==> src/rtl/ifetch_pkg.sv <==
// ifetch_pkg: shared widths and types for the instruction-fetch stage.
//   `WORD : instruction width (default 32)
//   `ADDR : word-address width (default 16)
// The `ifndef guards let any file in the slice be compiled first.
// Optional feature macro used by the stage: IFETCH_HALT_EN.
`ifndef WORD
`define WORD 32
`endif
`ifndef ADDR
`define ADDR 16
`endif

package ifetch_pkg;
  localparam int WORD_W = `WORD;
  localparam int ADDR_W = `ADDR;

  localparam logic [ADDR_W-1:0] RESET_ADDR_DEF = '0;
  localparam logic [ADDR_W-1:0] ADDR_ONE       = ADDR_W'(1);

  // next-PC source select
  typedef enum logic [1:0] {
    PC_HOLD = 2'd0,
    PC_INC  = 2'd1,
    PC_BR   = 2'd2
  } pc_sel_e;

  // in-flight memory read
  typedef struct packed {
    logic              v;
    logic [ADDR_W-1:0] addr;
  } req_t;

  // registered output presented to decode
  typedef struct packed {
    logic              v;
    logic [WORD_W-1:0] inst;
    logic [ADDR_W-1:0] origaddr;
  } out_t;
endpackage

==> src/rtl/ifetch_pc.sv <==
// ifetch_pc: program counter register and next-PC mux.
// Ports:
//   clk, rst     : clock, async active-high reset (pc -> RESET_ADDR)
//   sel_i        : PC_HOLD / PC_INC / PC_BR
//   br_addr_i    : redirect target used when sel_i == PC_BR
//   pc_o         : current fetch address
// Increment wraps modulo 2^`ADDR.
`ifndef WORD
`define WORD 32
`endif
`ifndef ADDR
`define ADDR 16
`endif

module ifetch_pc
  import ifetch_pkg::*;
#(
  parameter logic [`ADDR-1:0] RESET_ADDR = RESET_ADDR_DEF
) (
  input  logic             clk,
  input  logic             rst,
  input  pc_sel_e          sel_i,
  input  logic [`ADDR-1:0] br_addr_i,
  output logic [`ADDR-1:0] pc_o
);

  logic [`ADDR-1:0] pc_d, pc_q;

  always_comb begin
    pc_d = pc_q;
    case (sel_i)
      PC_INC:  pc_d = pc_q + ADDR_ONE;
      PC_BR:   pc_d = br_addr_i;
      default: pc_d = pc_q;
    endcase
  end

  always_ff @(posedge clk or posedge rst) begin
    if (rst) pc_q <= RESET_ADDR;
    else     pc_q <= pc_d;
  end

  assign pc_o = pc_q;

endmodule

==> src/rtl/ifetch.sv <==
// ifetch: instruction-fetch stage feeding decode.
// Ports:
//   clk, rst              : clock, async active-high reset
//   imem_rd_o/imem_addr_o : read request to a 1-cycle synchronous imem
//   imem_data_i           : read data, valid the cycle after a read, held otherwise
//   br_taken_i/br_addr_i  : redirect from execute (beats stall)
//   stall_i               : decode stall, only honoured while v_o=1
//   v_o/inst_o/origaddr_o : fetched instruction and its address
//   halt_i                : only with `define IFETCH_HALT_EN; stops new requests,
//                           lets the in-flight one drain
`ifndef WORD
`define WORD 32
`endif
`ifndef ADDR
`define ADDR 16
`endif

module ifetch
  import ifetch_pkg::*;
#(
  parameter logic [`ADDR-1:0] RESET_ADDR = RESET_ADDR_DEF
) (
  input  logic             clk,
  input  logic             rst,
  output logic             imem_rd_o,
  output logic [`ADDR-1:0] imem_addr_o,
  input  logic [`WORD-1:0] imem_data_i,
  input  logic             br_taken_i,
  input  logic [`ADDR-1:0] br_addr_i,
  input  logic             stall_i,
`ifdef IFETCH_HALT_EN
  input  logic             halt_i,
`endif
  output logic             v_o,
  output logic [`WORD-1:0] inst_o,
  output logic [`ADDR-1:0] origaddr_o
);

  logic             advance, issue, halt;
  logic [`ADDR-1:0] pc;
  pc_sel_e          pc_sel;
  req_t             req_d, req_q;
  out_t             out_d, out_q;

`ifdef IFETCH_HALT_EN
  assign halt = halt_i;
`else
  assign halt = 1'b0;
`endif

  ifetch_pc #(.RESET_ADDR(RESET_ADDR)) u_pc (
    .clk       (clk),
    .rst       (rst),
    .sel_i     (pc_sel),
    .br_addr_i (br_addr_i),
    .pc_o      (pc)
  );

  always_comb begin
    // a bubble in the output register never blocks the pipe
    advance = ~(out_q.v & stall_i);
    issue   = advance & ~br_taken_i & ~halt & ~rst;
    pc_sel  = br_taken_i ? PC_BR : (issue ? PC_INC : PC_HOLD);
    req_d   = req_q;
    out_d   = out_q;
    if (br_taken_i) begin
      req_d.v = 1'b0;
      out_d.v = 1'b0;
    end else if (advance) begin
      // while halted, req_d.v drops so the last request drains exactly once
      req_d.v = issue;
      if (issue) req_d.addr = pc;
      out_d.v        = req_q.v;
      out_d.inst     = imem_data_i;
      out_d.origaddr = req_q.addr;
    end
  end

  always_ff @(posedge clk or posedge rst) begin
    if (rst) begin
      req_q <= '0;
      out_q <= '0;
    end else begin
      req_q <= req_d;
      out_q <= out_d;
    end
  end

  assign imem_rd_o   = issue;
  assign imem_addr_o = pc;
  assign v_o         = out_q.v;
  assign inst_o      = out_q.inst;
  assign origaddr_o  = out_q.origaddr;

endmodule

==> config.mk <==
export PLATFORM = sky130hd
export DESIGN_NAME = ifetch
export DESIGN_NICKNAME = d
export VERILOG_FILES = /design/src/rtl/ifetch_pkg.sv /design/src/rtl/ifetch_pc.sv /design/src/rtl/ifetch.sv
export SDC_FILE = /design/constraint.sdc
export NUM_CORES = 1
export LEC_CHECK = 0
export CAP_MARGIN = 10
export CORE_ASPECT_RATIO = 1.25
export CORE_UTILIZATION = 40
export CTS_CLUSTER_DIAMETER = 40
export DETAILED_ROUTE_END_ITERATION = 10
export PLACE_DENSITY = 0.83
export SYNTH_ARGS = -nofsm -noshare
export SYNTH_HDL_FRONTEND = slang
export SYNTH_SLANG_ARGS = --single-unit
==> constraint.sdc <==
create_clock -name clk -period 2.35 [get_ports clk]
set_input_delay 0.3525 -clock clk [delete_from_list [all_inputs] [get_ports clk]]
set_output_delay 0.3525 -clock clk [all_outputs]
set_load 0.05 [all_outputs]
==> results.cfg <==
[worst_setup_path]
path_cells = a21o_1 > buf_4 > nor2_1 > buf_4 > buf_12
endpoint_kind = output port
r2r_slack_ps = 400
cp_common_cell = buf_4
worst_path_max_delay_cell = dfrtp_1
r2r_cells = 4
arrival_ps = 1710
crit_fanout = 8
critPathLaunchType = flop
r2r_end = u_pc.pc_o[13]$_DFFE_PP0P_
cp.required_ps = 2000
critical_path_class = flop to output port
cpPeakStageDelay_ps = 480
crit-reg2reg-launch = v_o$_DFFE_PP0P_
startpoint = v_o$_DFFE_PP0P_

[clocking]
ctsHoldBuffers = 0
cts_resized = 0
clockBufferDepth = 2
postCtsSetupBuffers = 0
htreeDepth = 3
clk_pin_slew_ps = 80
cts_made_buffers = 9
clkLatencyLatePin_ps = 340
clock-sinks = 82
cts_tree = yes
clock-root-buffer = clkbuf_8

[synth]
ys_ff_latch = 82
syn_area_per_cell_um2 = 13.74
synth_nets = 294
syn_inst = 241
synth_edf_count = 0
synth_cell_types = 24
synth_area_mm2 = 0.003312
yosysWarningCount = 0
async_flop_share = 1.000
yosysSeqAreaShare = 0.6196
synth_flop_cell = dfrtp_1

[drt]
wl_um = 7410
vias = 2381
vias_per_cell = 5.077
postRouteAntennaNets = 0
wl_met3_um = 393
drt_iter0_drc = 102
wl_met2_um = 3781
drc = 0
wl_per_cell_um = 15.80
firstDrtPassIters = 4
m1WireLength_um = 3087
routed.top_layer = met4

[place]
gp_congestion = 0.7754
io_buffers = 117
dp_hpwl_um = 5433
dp_cells = 453

[grt]
grt_antenna_before_repair = 0
grt_pass1_wl_um = 12430
grt_pass1_vias = 2500
grt_max_degree = 83
gr-total-overflow = 0
grt_usage = 0.1800

[floorplan]
die_area_mm2 = 0.008650
core_mm2 = 0.007928
fp.dieW_um = 83.39
dieHeight_um = 103.7
start_util = 0.4178
rows = 36
ios = 118

[power_and_ir_drop]
vdd_drop_max_mv = 0.5516
leakagePower_uw = 0.001994
powerDensity_mw_per_mm2 = 870.6

[hold_path]
holdCritStartpoint = req_q[12]$_DFFE_PP0P_
hold_path.class = flop to flop
holdPathEnd = origaddr_o[12]$_DFFE_PP0N_
hold_depth = 1

[timing]
max-slew-margin-rel = 0.6388
max_freq_mhz = 484.5
slew_violations = 0
timing_worst_slew_pin_value_ps = 540.1
finalCritPeriodShare = 0.8783
rsz0062_at_grt = false
tns_ps = 0
setup_viol = 0
worst_clock_skew_ps = 6.239
period_needed_ps = 2064
hold_violations = 0

[flow_run]
cap_viol_max_count = 0

[layout]
final_nets = 422
fillers = 622
fin_cells = 469
antennaDiodeCount = 0
area_growth_pct = 47.94
drive_gt1_frac = 0.2540

[status]
status = finished clean
==> worst max-delay path: cells and delay by family, from the launching register on <==
kind | cells | cell delay [ps]
flip-flops | 1 | 480
AO/OA/AOI/OAI | 1 | 250
buffers and inverters | 3 | 520
AND/OR/NAND/NOR | 1 | 120
==> layer usage <==
layer | vias to the layer above | track usage
li1 | 1125 | -
met4 | 0 | 0.06527
met3 | 15 | 0.04462
met5 | - | 0
met2 | 82 | 0.3039
met1 | 1159 | 0.2229
==> worst max-delay path by stage <==
stage                                 to  slack, ps  cells after the start
2_1_floorplan       req_q[2]$_DFFE_PP0P_        160                      4
3_3_place_gp   u_pc.pc_o[15]$_DFFE_PP0P_        180                      5
3_5_place_dp   u_pc.pc_o[13]$_DFFE_PP0P_        120                      5
4_1_cts                        imem_rd_o        250                      5
5_1_grt                        imem_rd_o        200                      5
6_report                       imem_rd_o        290                      5
==> synth_stat cells (all sizes together), types with 5 or more instances <==
| master | number | area share |
|---|---|---|
| dfrtp | 82 | 0.62 |
| mux2 | 65 | 0.22 |
| nand2 | 14 | 0.016 |
| o21ai | 11 | 0.017 |
| nor2 | 8 | 0.0091 |
| nand4 | 7 | 0.013 |
| a31oi | 6 | 0.011 |
| buf | 5 | 0.0068 |
| clkbuf | 5 | 0.0057 |
| xor2 | 5 | 0.013 |
==> registers in the layout (all words and copies together) (netlist names) <==
signal	flops
origaddr_o	16
req_q	17
u_pc.pc_o	16
v_o	1
inst_o	32
==> through the flow <==
step                      power [µW]  hold WS, ps  setup slack (ps)  cell area (µm²)  utilization
after floorplan                 2700        463.1             163.8             3316            -
after global placement          3224        475.8             182.2             4686       0.5911
after detailed placement        3260        494.3             124.8             4686       0.5911
after CTS                       4324        510.3             247.1             4900       0.6181
after global routing            4456        518.7             199.1             4900       0.6181
final                           4266        505.2             286.0             4900       0.6181
==> cells by family (layout without fill, tap and decap cells) <==
family	count (synthesis)	after routing	share of synthesized area
XOR/XNOR	9	9	0.02380
AND/OR/NAND/NOR	44	44	0.06649
adder cells (fa/ha/maj)	1	1	0.003777
multiplexers	66	66	0.2240
AO/OA/AOI/OAI	26	26	0.04647
flip-flops	82	82	0.6196
buffers and inverters	13	146	0.01587
==> where the power goes <==
part	leakage, µW	switching (µW)	internal [µW]	total (µW)
sequential	0.000966	147	1640	1790
combinational	0.000926	858	572	1430
clock	0.000102	498	552	1050
total	0.00199	1500	2760	4270
==> cell usage in the layout (no fill, tap or decap), types with 5 or more instances in the layout <==
| cell | instances |
|---|---|
| buf_4 | 8 |
| nand4_1 | 7 |
| nor2_1 | 8 |
| xor2_1 | 5 |
| a31oi_1 | 6 |
| o21ai_0 | 11 |
| dfrtp_1 | 82 |
| nand2_1 | 14 |
| clkdlybuf4s50_1 | 116 |
| clkbuf_8 | 11 |
| mux2_2 | 65 |
==> final cells by class <==
| type | instances | area [µm²] | share of cell area |
|---|---|---|---|
| clock buffers | 11 | 151.4 | 0.03090 |
| clock inverters | 5 | 62.56 | 0.01277 |
| inverters | 3 | 15.01 | 0.003064 |
| multi-input cells | 146 | 1219 | 0.2487 |
| flip-flops and latches | 82 | 2052 | 0.4188 |
| well taps | 95 | 118.9 | 0.02426 |
| repair buffers | 127 | 1281 | 0.2615 |
Power figures use the tool's default switching activity.
